File: src/rtl/mem_bist_pkg.sv
// Shared types and helpers for the March-style memory BIST controller.
package mem_bist_pkg;

    typedef enum logic [2:0] {
        IDLE = 3'd0,
        WR0  = 3'd1,
        RD0  = 3'd2,
        WR1  = 3'd3,
        RD1  = 3'd4,
        DONE = 3'd5
    } state_t;

    localparam int unsigned DEF_HOLD_CYC = 2;
    localparam logic [7:0]  DEF_SEED     = 8'hA5;

    function automatic logic phase_is_write(input state_t s);
        return (s == WR0) || (s == WR1);
    endfunction

    function automatic logic phase_is_inv(input state_t s);
        return (s == WR1) || (s == RD1);
    endfunction

    function automatic logic phase_is_active(input state_t s);
        return (s == WR0) || (s == RD0) || (s == WR1) || (s == RD1);
    endfunction

    // Phase order of the march; RD1 completes the run.
    function automatic state_t phase_next(input state_t s);
        state_t n;
        case (s)
            WR0:     n = RD0;
            RD0:     n = WR1;
            WR1:     n = RD1;
            default: n = DONE;
        endcase
        return n;
    endfunction

endpackage

File: src/rtl/mem_bist_addr_seq.sv
// Hold-cycle counter and ascending address counter for the BIST sweep.
module mem_bist_addr_seq
    import mem_bist_pkg::*;
#(
    parameter int unsigned ADDR_W   = 3,
    parameter int unsigned HOLD_CYC = DEF_HOLD_CYC
) (
    input  logic              clk,
    input  logic              rst_n,
    input  logic              clear,
    input  logic              en,
    output logic [ADDR_W-1:0] addr,
    output logic [ADDR_W-1:0] addr_nxt_c,
    output logic              last_hold,
    output logic              last_addr
);

    localparam int unsigned HOLD_W = (HOLD_CYC > 1) ? $clog2(HOLD_CYC) : 1;
    localparam logic [HOLD_W-1:0] HOLD_LAST = HOLD_W'(HOLD_CYC - 1);
    localparam logic [ADDR_W-1:0] ADDR_LAST = {ADDR_W{1'b1}};

    logic [HOLD_W-1:0] hold_q;
    logic [HOLD_W-1:0] hold_d;

    // Address advances (and wraps) only after the last hold cycle.
    always_comb begin
        hold_d     = hold_q;
        addr_nxt_c = addr;
        if (clear) begin
            hold_d     = '0;
            addr_nxt_c = '0;
        end else if (en) begin
            if (hold_q == HOLD_LAST) begin
                hold_d     = '0;
                addr_nxt_c = addr + ADDR_W'(1);
            end else begin
                hold_d     = hold_q + HOLD_W'(1);
            end
        end
    end

    // Strobes are registered from the next-state values so they line up with addr.
    always_ff @(posedge clk or negedge rst_n) begin
        if (!rst_n) begin
            hold_q    <= '0;
            addr      <= '0;
            last_hold <= (HOLD_CYC <= 1);
            last_addr <= 1'b0;
        end else begin
            hold_q    <= hold_d;
            addr      <= addr_nxt_c;
            last_hold <= (hold_d == HOLD_LAST);
            last_addr <= (addr_nxt_c == ADDR_LAST);
        end
    end

endmodule

File: src/rtl/mem_bist_ctrl.sv
// March-style BIST initiator for the 8x8 memory port: write/read pattern, then its inverse.
// Optional first-failure capture enabled by defining MEM_BIST_FAIL_CAPTURE_EN.
module mem_bist_ctrl
    import mem_bist_pkg::*;
#(
    parameter int unsigned       DATA_W   = 8,
    parameter int unsigned       ADDR_W   = 3,
    parameter int unsigned       HOLD_CYC = DEF_HOLD_CYC,
    parameter logic [DATA_W-1:0] SEED     = DATA_W'(DEF_SEED),
    parameter int unsigned       ERR_W    = 4
) (
    input  logic              clk,
    input  logic              rst_n,
    input  logic              start,
    input  logic              abort,
    input  logic [DATA_W-1:0] mem_dout,
    output logic [DATA_W-1:0] mem_din,
    output logic [ADDR_W-1:0] mem_addr,
    output logic              mem_rw,
    output logic              busy,
    output logic              done,
    output logic              pass,
    output logic [ERR_W-1:0]  err_cnt,
    output logic [ADDR_W-1:0] fail_addr,
    output logic [DATA_W-1:0] fail_exp,
    output logic [DATA_W-1:0] fail_got
);

    localparam logic [ERR_W-1:0] ERR_MAX = {ERR_W{1'b1}};

    function automatic logic [DATA_W-1:0] pattern(input logic [ADDR_W-1:0] a, input logic inv);
        return (SEED ^ DATA_W'(a)) ^ {DATA_W{inv}};
    endfunction

    state_t             state_q;
    state_t             state_d;
    logic               busy_d;
    logic               done_d;
    logic               pass_d;
    logic [ERR_W-1:0]   err_d;
    logic               mem_rw_d;
    logic [DATA_W-1:0]  mem_din_d;
    logic               seq_clear;
    logic               seq_en;
    logic               run_start_c;
    logic               capture_c;
    logic [DATA_W-1:0]  exp_c;
    logic               mismatch_c;
    logic [ADDR_W-1:0]  addr_nxt_c;
    logic               last_hold;
    logic               last_addr;

    mem_bist_addr_seq #(
        .ADDR_W   (ADDR_W),
        .HOLD_CYC (HOLD_CYC)
    ) u_addr_seq (
        .clk        (clk),
        .rst_n      (rst_n),
        .clear      (seq_clear),
        .en         (seq_en),
        .addr       (mem_addr),
        .addr_nxt_c (addr_nxt_c),
        .last_hold  (last_hold),
        .last_addr  (last_addr)
    );

    // Read data is judged once per address, on its final hold cycle.
    assign exp_c      = pattern(mem_addr, phase_is_inv(state_q));
    assign mismatch_c = phase_is_active(state_q) && !phase_is_write(state_q) &&
                        last_hold && (mem_dout != exp_c);

    always_comb begin
        state_d     = state_q;
        busy_d      = busy;
        done_d      = done;
        pass_d      = pass;
        err_d       = err_cnt;
        seq_clear   = 1'b0;
        seq_en      = 1'b0;
        run_start_c = 1'b0;
        capture_c   = 1'b0;

        if (abort && (state_q != IDLE)) begin
            state_d   = IDLE;
            busy_d    = 1'b0;
            done_d    = 1'b0;
            pass_d    = 1'b0;
            seq_clear = 1'b1;
        end else begin
            case (state_q)
                IDLE, DONE: begin
                    if (start) begin
                        state_d     = WR0;
                        busy_d      = 1'b1;
                        done_d      = 1'b0;
                        pass_d      = 1'b0;
                        err_d       = '0;
                        seq_clear   = 1'b1;
                        run_start_c = 1'b1;
                    end
                end
                default: begin
                    seq_en = 1'b1;
                    if (mismatch_c) begin
                        capture_c = 1'b1;
                        if (err_cnt != ERR_MAX) begin
                            err_d = err_cnt + ERR_W'(1);
                        end
                    end
                    if (last_hold && last_addr) begin
                        state_d = phase_next(state_q);
                        if (state_q == RD1) begin
                            busy_d = 1'b0;
                            done_d = 1'b1;
                            pass_d = (err_d == '0);
                        end
                    end
                end
            endcase
        end

        mem_rw_d  = phase_is_write(state_d);
        mem_din_d = mem_rw_d ? pattern(addr_nxt_c, phase_is_inv(state_d)) : '0;
    end

    always_ff @(posedge clk or negedge rst_n) begin
        if (!rst_n) begin
            state_q <= IDLE;
            busy    <= 1'b0;
            done    <= 1'b0;
            pass    <= 1'b0;
            err_cnt <= '0;
            mem_rw  <= 1'b0;
            mem_din <= '0;
        end else begin
            state_q <= state_d;
            busy    <= busy_d;
            done    <= done_d;
            pass    <= pass_d;
            err_cnt <= err_d;
            mem_rw  <= mem_rw_d;
            mem_din <= mem_din_d;
        end
    end

`ifdef MEM_BIST_FAIL_CAPTURE_EN
    logic fail_seen;

    // First mismatch of a run is kept; later ones are ignored until the next start.
    always_ff @(posedge clk or negedge rst_n) begin
        if (!rst_n) begin
            fail_seen <= 1'b0;
            fail_addr <= '0;
            fail_exp  <= '0;
            fail_got  <= '0;
        end else if (run_start_c) begin
            fail_seen <= 1'b0;
            fail_addr <= '0;
            fail_exp  <= '0;
            fail_got  <= '0;
        end else if (capture_c && !fail_seen) begin
            fail_seen <= 1'b1;
            fail_addr <= mem_addr;
            fail_exp  <= exp_c;
            fail_got  <= mem_dout;
        end
    end
`else
    logic unused_capture;
    assign unused_capture = run_start_c ^ capture_c;
    assign fail_addr      = '0;
    assign fail_exp       = '0;
    assign fail_got       = '0;
`endif

endmodule

File: config.mk
export PLATFORM = sky130hd
export DESIGN_NAME = mem_bist_ctrl
export DESIGN_NICKNAME = d
export VERILOG_FILES = /design/src/rtl/mem_bist_pkg.sv /design/src/rtl/mem_bist_addr_seq.sv /design/src/rtl/mem_bist_ctrl.sv
export SDC_FILE = /design/constraint.sdc
export NUM_CORES = 1
export LEC_CHECK = 0
export BUFFER_PORTS_ARGS = -buffer_cell sky130_fd_sc_hd__buf_2
export CELL_PAD_IN_SITES_DETAIL_PLACEMENT = 1
export CELL_PAD_IN_SITES_GLOBAL_PLACEMENT = 2
export CORE_ASPECT_RATIO = 0.6
export CORE_MARGIN = 5
export CORE_UTILIZATION = 29
export CTS_CLUSTER_DIAMETER = 30
export CTS_CLUSTER_SIZE = 28
export DETAILED_ROUTE_END_ITERATION = 8
export PLACE_DENSITY = 0.82
export SLEW_MARGIN = 20
export SYNTH_ARGS = -nofsm -noshare
export SYNTH_HDL_FRONTEND = slang
export SYNTH_SLANG_ARGS = --single-unit
export TNS_END_PERCENT = 100
File: constraint.sdc
create_clock -name clk -period 2 [get_ports clk]
set_clock_uncertainty 0.2 [all_clocks]
set_input_delay 0.2 -clock clk [delete_from_list [all_inputs] [get_ports clk]]
set_output_delay 0.2 -clock clk [all_outputs]
set_load 0.02 [all_outputs]
### After elaboration in Yosys (flattened, before gate mapping)

Index checks and enable logic that the tools add are counted.

* output and inout port bits: 38
* logic and storage cells: 90
* bits of input ports: 12
* flip-flop bits (word level): 24

* bitwise operators: 5
* add/subtract/negate cells: 3
* mux-type cells: 37
* eq/ne operators: 13
* reductions and logical operators: 22

Operators with widths (count)
* $mux 4: 6
* $mux 1: 22
* $mux 3: 7
* $xor 8x8->8: 2
* $eq 3x3->1 const B: 4
* $eq 3x2->1 const B: 3
* $pmux 3 s3: 1
* $reduce_bool 3->1: 3
* $mux 8: 1
* $ne 8x8->1: 1
* $not 2->4: 2
* $logic_or 1x1->1: 7
* $eq 3x1->1 const B: 2
* $logic_and 1x1->1: 5
* $add 4x1->4 const B: 1
* $logic_not 4->1: 1
* $ne 4x4->1 const B: 1
* $add 3x1->3 const B: 1
* $logic_not 3->1: 1
* $ne 3x3->1 const B: 1
* $reduce_and 3->1: 1
* $ne 2x2->1 const B: 1
* $reduce_and 2->1: 1
* $reduce_bool 2->1: 1
* 4 further kinds: 4

### Logic depth before layout (Yosys ltp)

Gate-level depths: netlist of the first run.

* depth after elaboration: 15
* gate-level depth with buffers: 7
* depth with buffers taken out: 6

### By module

A second synthesis of the first run with hierarchy kept.

* cells, all modules: 150
* area, all modules: 1348.8 µm²

By module, submodules not included
* mem_bist_ctrl: cells each 130, instances 1, sequential area each 400.4 µm², area each 1124.8 µm²
* mem_bist_addr_seq: cells each 20, instances 1, sequential area each 125.1 µm², area each 224.0 µm²

### Worst setup path before layout of the first run

Ideal clock, no wire load.

* path kind: reg2reg
* start: register u_addr_seq.addr[2]
* end: register err_cnt[0]
* stages on the path, launching flop included: 6
* library setup time: 0.120 ns
* arrival time: 1.552 ns
* buffers on the path: 0
* period minus slack after synthesis: 1.871 ns
* setup slack: 0.129 ns
* data required time: 1.680 ns
* cells stage by stage: dfrtp_1 > xnor2_1 > nor4_2 > a2bb2oi_4 > a32o_1 > a31o_1

* word-level cells in the longest chain between the ends: 8

Ends and longest elaborated chain
* start, declared: RTL line mem_bist_addr_seq.sv:12 `output logic [ADDR_W-1:0] addr,`
* start signal, assigned: RTL line mem_bist_addr_seq.sv:51 `addr <= addr_nxt_c;`
* $not 2->4 (no line)
* $xor 8x8->8: RTL line mem_bist_ctrl.sv:32 `return (SEED ^ DATA_W'(a)) ^ {DATA_W{inv}};`
* $ne 8x8->1: RTL line mem_bist_ctrl.sv:70 `last_hold && (mem_dout != exp_c);`
* $logic_and 1x1->1: RTL line mem_bist_ctrl.sv:70
* $mux 4: RTL line mem_bist_ctrl.sv:104 `if (mismatch_c) begin`
* $mux 4: RTL line mem_bist_ctrl.sv:90 `case (state_q)`
* $mux 4: RTL line mem_bist_ctrl.sv:83 `if (abort && (state_q != IDLE)) begin`
* $mux 4: RTL line mem_bist_ctrl.sv:90
* end signal, assigned: RTL line mem_bist_ctrl.sv:140 `err_cnt <= err_d;`
* end, declared: RTL line mem_bist_ctrl.sv:23 `output logic [ERR_W-1:0] err_cnt,`

No other way between the ends. The select of a mux whose other input is x is not followed.
A chain may end at the register's enable or synchronous reset.

### Worst setup path in the final report of the first run

* start: register state_q[0]
* end: register err_cnt[0]

* word-level cells in the longest chain between the ends: 11
* elaborated cells on any way between the ends: 27
* those cells by class: 7 x eq/ne; 4 x mux; 2 x bitwise; 14 x reduce/logical

Ends and longest elaborated chain
* start, declared: RTL line mem_bist_ctrl.sv:35 `state_t state_q;`
* start signal, assigned: RTL line mem_bist_ctrl.sv:136 `state_q <= state_d;`
* branches (longest 11 deep; another with $xor 8x8->8)

Several ways; the timed one is not identified. The select of a mux whose other input is x is not followed.

==> results of run 1 <==
final cells by class:
| cell class | instances | area [um2] |
|---|---|---|
| timing repair buffer | 51 | 314 |
| tap | 66 | 82.6 |
| fill | 608 | 3260 |
| multi-input combinational | 130 | 873 |
| inverter | 7 | 26.3 |
| clock buffer | 3 | 41.3 |
| sequential | 21 | 529 |
| clock inverter | 1 | 5.00 |
worst reg2reg max path: stages, from the launching register on:
cell and delay [ns]:
dfrtp_2 0.50, buf_4 0.18, nor3b_4 0.23, o21ai_2 0.10
a2bb2oi_4 0.20, a32o_1 0.27, a31o_1 0.18
cell usage in the layout, fill, tap and decap left out, drive strengths merged, types with 2 or more instances in the layout:
| cell type | synthesis | final |
|---|---|---|
| inv | 7 | 7 |
| nand4 | 2 | 2 |
| clkbuf | 2 | 3 |
| nor3 | 6 | 6 |
| and3 | 2 | 2 |
| a211oi | 3 | 3 |
| and3b | 2 | 2 |
| mux2i | 4 | 4 |
| conb | 1 | 19 |
| a21o | 3 | 3 |
| nand2 | 13 | 13 |
| nor4 | 3 | 3 |
| o21ai | 13 | 13 |
| a32o | 2 | 2 |
| nor3b | 3 | 3 |
| dfrtp | 21 | 21 |
| o22ai | 4 | 4 |
| nand3 | 4 | 4 |
| nor2b | 2 | 2 |
| nor2 | 12 | 12 |
| ha | 2 | 2 |
| nand2b | 2 | 2 |
| xnor2 | 3 | 3 |
| o211ai | 2 | 2 |
| buf | 31 | 50 |
| a21oi | 4 | 4 |
| a32oi | 2 | 2 |
| xor2 | 2 | 2 |
cell families (layout without fill, tap and decap cells):
| logic type | count (synthesis) | after routing | synth area share |
|---|---|---|---|
| compound gates | 45 | 45 | 0.222 |
| simple gates | 55 | 55 | 0.198 |
| buf+inv | 40 | 62 | 0.171 |
| xor+xnor | 5 | 5 | 0.0280 |
| other cells | 1 | 19 | 0.00240 |
| fa+ha+maj | 2 | 2 | 0.0160 |
| mux | 4 | 4 | 0.0256 |
| flops | 21 | 21 | 0.336 |
registers in the layout, summed over array words and instances, names as in the netlist:
name,cells
mem_din,5
err_cnt,4
state_q,3
u_addr_seq.addr,3
busy,1
done,1
mem_rw,1
pass,1
u_addr_seq.last_addr,1
u_addr_seq.last_hold,1
timing repair:
action	CTS	global route
pin swaps	0	3
endpoints found under the hold margin	21	0
endpoints found under the setup margin	5	7
gates resized for setup	3	9
buffers inserted	0	1
hold buffers	1	0
final timing paths:
check | from | to | slack, ns
min in group asynchronous | rst_n | busy | 0.23
min reg2reg | busy | busy | 0.29
max | state_q[0] | err_cnt[0] | 0.05
max reg2reg | state_q[0] | err_cnt[0] | 0.05
max in group asynchronous | rst_n | state_q[1] | 1.01
min | abort | state_q[1] | 0.03
per-layer routing:
metal  up-vias  GRT usage  share of wire
li1        657          -              -
met1       660      0.192           0.54
met2        31      0.161           0.41
met3         2     0.0290          0.053
met4         0     0.0191         0.0023
met5         -          0              0
through the flow:
step / TNS [ns] / hold WS, ns / worst slack [ns] / area [um2] / utilization
floorplan: 0 / -0.296 / 0.129 / 1630 / -
global placement: -0.0557 / 0.00304 / -0.0324 / 1770 / 0.344
detailed placement: -0.0633 / -0.0000563 / -0.0302 / 1770 / 0.344
CTS: 0 / 0.0281 / 0.0156 / 1830 / 0.356
global route: -0.0215 / 0.0271 / -0.0149 / 1870 / 0.365
finish: 0 / 0.0297 / 0.0546 / 1870 / 0.365
report_power, final:
part	total, W	internal, W	switching [W]
Clock	0.000286	0.000139	0.000147
Sequential	0.000480	0.000454	0.0000266
Combinational	0.000303	0.000110	0.000193
==> run metrics, run 1 <==
maxcap violations 0; Synth Area per Inst 9.04 um2; CP Class reg2reg; Peak Freq 0.514 GHz; DR DRC count 0; Port-buffer cells 30; I/O pins 50; CTS tree yes; initial cell density of the core 0.305; maximum VDD drop 0.000259 V; CP Capture Type flip-flop; clock latency on the worst-skew pair 0.27 ns; CTS clk-pin slew, worst paths 0.08 ns; CTS root buf clkbuf_8; final std cells w/o fill 279; Cell Area, Synth 0.00156 mm2; Critical Path Stages 6; Worst EP arrival 1.91 ns; Hold Crit Class in2reg; crit path buf inv count 1; Synth Flop Type dfrtp_1; final setup violating endpoints 0; final hold viol count 0; area leader, netlist dfrtp_1; die footprint 0.00701 mm2; CP Launch Type flip-flop; unrepaired setup endpoints after global routing yes; Crit path max-delay family compound AO/OA/AOI/OAI gates; most numerous cell in the Yosys netlist buf_4; Antenna Cells 0; Routed Antenna Nets 0; R2R depth 6; Pwr Density 571 mW/mm2; Layout area overhead 19.7%; Post-Place Cells 273; Seq/Total Area, Yosys 0.336; gr usage total 0.121; dpl hpwl 3340 um; Num CTS Buffers 3; number of synthesized flops with an enable pin 0; CP max-delay cell dfrtp_2; crit path max fanout 10; synth unique cells 51; wire per inst 15.3 um; Die Width 105 um; total vias in the final route 1350; synthesis warning total 0; Syn Inst Count 173; routed vias/inst 4.84; Core ar. 0.00513 mm2; die height 66.9 um; initial antenna violation count 0; Rows 20; top cell type's share of synthesized area 0.336; LEAKAGE 0.883 nW; initial DRC count 36; Async SR Flop Fraction 1.00; Final min period 1.95 ns; Data required, critical path 1.96 ns; 1st-pass router iterations 4; Routed WL 4260 um; Hold Path Depth 2; Max stage delay on crit path 0.50 ns; CP cell instances buf_4 > nor3b_4 > o21ai_2 > a2bb2oi_4 > a32o_1 > a31o_1; Area contributors post-synth dfrtp_1 (34%), buf_4 (12%), o21ai_0 (3.5%); fin crit share 0.973; Max clock buf depth 2; CTS H-tree lvls 1; Pins Over Slew Limit 0; first-pass GRT wire length 6750 um; FF+latch count, synth 21; pin count of the biggest net entering global routing 22; CTS Sinks 21; final RePlAce weighted congestion 0.815; outcome finished clean; share of cells above drive strength 1 0.352; Nets 228; number of global-route vias before repair 1281; Synth top cells by count buf_4 (24), dfrtp_1 (21), nand2_1 (13); total global routing overflow 0; total power 0.00107 W
(Power assumes the default switching activity.)
==> run 2, diff against run 1 <==
--- a/config.mk
+++ b/config.mk
@@ -10,11 +10,12 @@
 export CELL_PAD_IN_SITES_GLOBAL_PLACEMENT = 2
 export CORE_ASPECT_RATIO = 0.6
 export CORE_MARGIN = 5
-export CORE_UTILIZATION = 29
+export CORE_UTILIZATION = 30
+export CTS_BUF_LIST = sky130_fd_sc_hd__clkbuf_2 sky130_fd_sc_hd__clkbuf_4 sky130_fd_sc_hd__clkbuf_8
 export CTS_CLUSTER_DIAMETER = 30
-export CTS_CLUSTER_SIZE = 28
+export CTS_CLUSTER_SIZE = 10
 export DETAILED_ROUTE_END_ITERATION = 8
-export PLACE_DENSITY = 0.82
+export PLACE_DENSITY = 0.85
 export SLEW_MARGIN = 20
 export SYNTH_ARGS = -nofsm -noshare
 export SYNTH_HDL_FRONTEND = slang
==> run metrics, run 2 (same netlist as run 1, synthesis figures left out) <==
Routed Antenna Nets 0 (unchanged); Met2 Wirelength 1850 um (+6.5%); number of global-route vias before repair 1333 (+4.1%); Final min period 1.92 ns (-0.0271 ns); slew margin rel. 0.666; CTS Sinks 21 (unchanged); hold_sp abort; most common cell after layout, fill and taps aside buf_2; Routed WL 4310 um (+1.1%); CP Class reg2reg; share of cells above drive strength 1 0.338 (-0.0141); fin area 0.00185 mm2 (-1.3%); Worst EP arrival 1.90 ns (about the same); final hold viol count 0 (unchanged); FF-to-FF Start state_q[0]; CP Launch Type flip-flop; max FFs per register 5 (unchanged); clock latency on the worst-skew pair 0.27 ns (about the same); LEAKAGE 0.882 nW (-0.19%); setup TNS 0 ns (unchanged); Cell Area, Placed 0.00177 mm2 (unchanged); CTS root buf clkbuf_8; Top reg by flops mem_din; Die Width 103 um (-1.5%); Hold Crit Class in2reg; fin crit share 0.959 (-0.0136); Top Metal Used met4; Peak Freq 0.521 GHz (+1.4%); R2R depth 5 (-1); total global routing overflow 0 (unchanged); routed vias/inst 4.90 (+1.3%); I/O pins 50 (unchanged); Layout area overhead 18.2%; DR DRC count 0 (unchanged); die height 65.9 um (-1.4%); Num CTS Buffers 3 (unchanged); final std cells w/o fill 279 (unchanged); Post-Place Cells 273 (unchanged); maximum VDD drop 0.000221 V (-14%); final setup violating endpoints 0 (unchanged); met3 wire len 270 um (+20%); Rows 20 (unchanged); initial DRC count 80 (+120%); Hold Path Depth 2 (unchanged); Port-buffer cells 30 (unchanged); final RePlAce weighted congestion 0.782 (-4.1%); initial antenna violation count 0 (unchanged); maxcap violations 0 (unchanged); first-pass GRT wire length 6950 um (+3.0%); CP Capture Type flip-flop; flop-to-flop setup slack 0.08 ns (+0.03 ns); CTS tree yes; Pwr Density 585 mW/mm2 (+2.4%); Worst Max-Slew Pin Slew 0.501 ns; gr usage total 0.130 (+0.00941); Max clock buf depth 2 (unchanged); Reg2Reg Capture Point err_cnt[2]; Met1 Wirelength 2160 um (-5.2%); WHS Endpoint state_q[1]; pin count of the biggest net entering global routing 22 (unchanged); wire per inst 15.4 um (+1.1%); initial cell density of the core 0.309 (+0.00453); dpl hpwl 3320 um (-0.43%); unrepaired setup endpoints after global routing yes; most frequent cells in the layout buf_2 (30), buf_4 (20), conb_1 (19); Nets 228 (unchanged); 1st-pass router iterations 4 (unchanged); total vias in the final route 1368 (+1.3%); crit path max fanout 12 (+2); largest registers mem_din x5, err_cnt x4; Core ar. 0.00505 mm2 (-1.5%); die footprint 0.00680 mm2 (-2.9%); CTS H-tree lvls 1 (unchanged); outcome finished clean; Pins Over Slew Limit 0 (unchanged); Antenna Cells 0 (unchanged); CTS clk-pin slew, worst paths 0.09 ns (about the same); Data required, critical path 1.98 ns (+0.02 ns)
[run 2: cell counts in the layout (fill, tap and decap cells not counted)]
No cell type changed its count.
[run 2: routing by layer]
metal  vias up  track usage
met2        37        0.192
met3         2       0.0327
met5         -            0
met4         0       0.0242
li1        661            -
met1       668        0.192
[run 2: power by group]
group	internal, W	switching, W	total (W)
Sequential	0.000453	0.0000259	0.000479
Combinational	0.000107	0.000190	0.000296
Clock	0.000140	0.000166	0.000305
[run 2: worst max-delay path by stage]
stage	start	to	slack, ns
6_report	state_q[0]	err_cnt[2]	0.08
5_1_grt	state_q[2]	err_cnt[0]	-0.002
4_1_cts	state_q[2]	err_cnt[0]	0.02
3_5_place_dp	state_q[2]	err_cnt[2]	-0.02
3_3_place_gp	state_q[2]	err_cnt[0]	0.04
2_1_floorplan	u_addr_seq.addr[2]	err_cnt[0]	0.13
[run 2: layout make-up]
| class | count | area [um2] |
|---|---|---|
| inverter | 7 | 26.3 |
| clock buffer | 3 | 41.3 |
| tap | 66 | 82.6 |
| sequential | 21 | 529 |
| fill | 611 | 3210 |
| multi-input combinational | 130 | 853 |
| clock inverter | 1 | 5.00 |
| timing repair buffer | 51 | 310 |
[run 2: worst max-delay path: stages (launching register included)]
cell	delay, ns
dfrtp_2	0.50
and3b_1	0.25
o21ai_2	0.19
a2bb2oi_4	0.28
a41oi_1	0.17
a211oi_1	0.23
[run 2: through the flow]
| step | setup slack [ns] | hold slack (ns) | power, W | util |
|---|---|---|---|---|
| detailed placement | -0.0175 | 0.00167 | 0.000780 | 0.349 |
| global placement | 0.0397 | -0.00622 | 0.000773 | 0.349 |
| finish | 0.0818 | 0.0363 | 0.00108 | 0.366 |
| floorplan | 0.129 | -0.296 | 0.000704 | - |
| CTS | 0.0192 | 0.0151 | 0.00109 | 0.361 |
| global route | -0.00249 | 0.0320 | 0.00114 | 0.366 |
[run 2: timing repair]
action | CTS | global route
setup endpoints to repair | 3 | 8
hold buffers | 1 | 0
pin swaps | 0 | 3
hold endpoints to repair | 21 | 0
buffers inserted | 0 | 1
gates resized for setup | 3 | 6
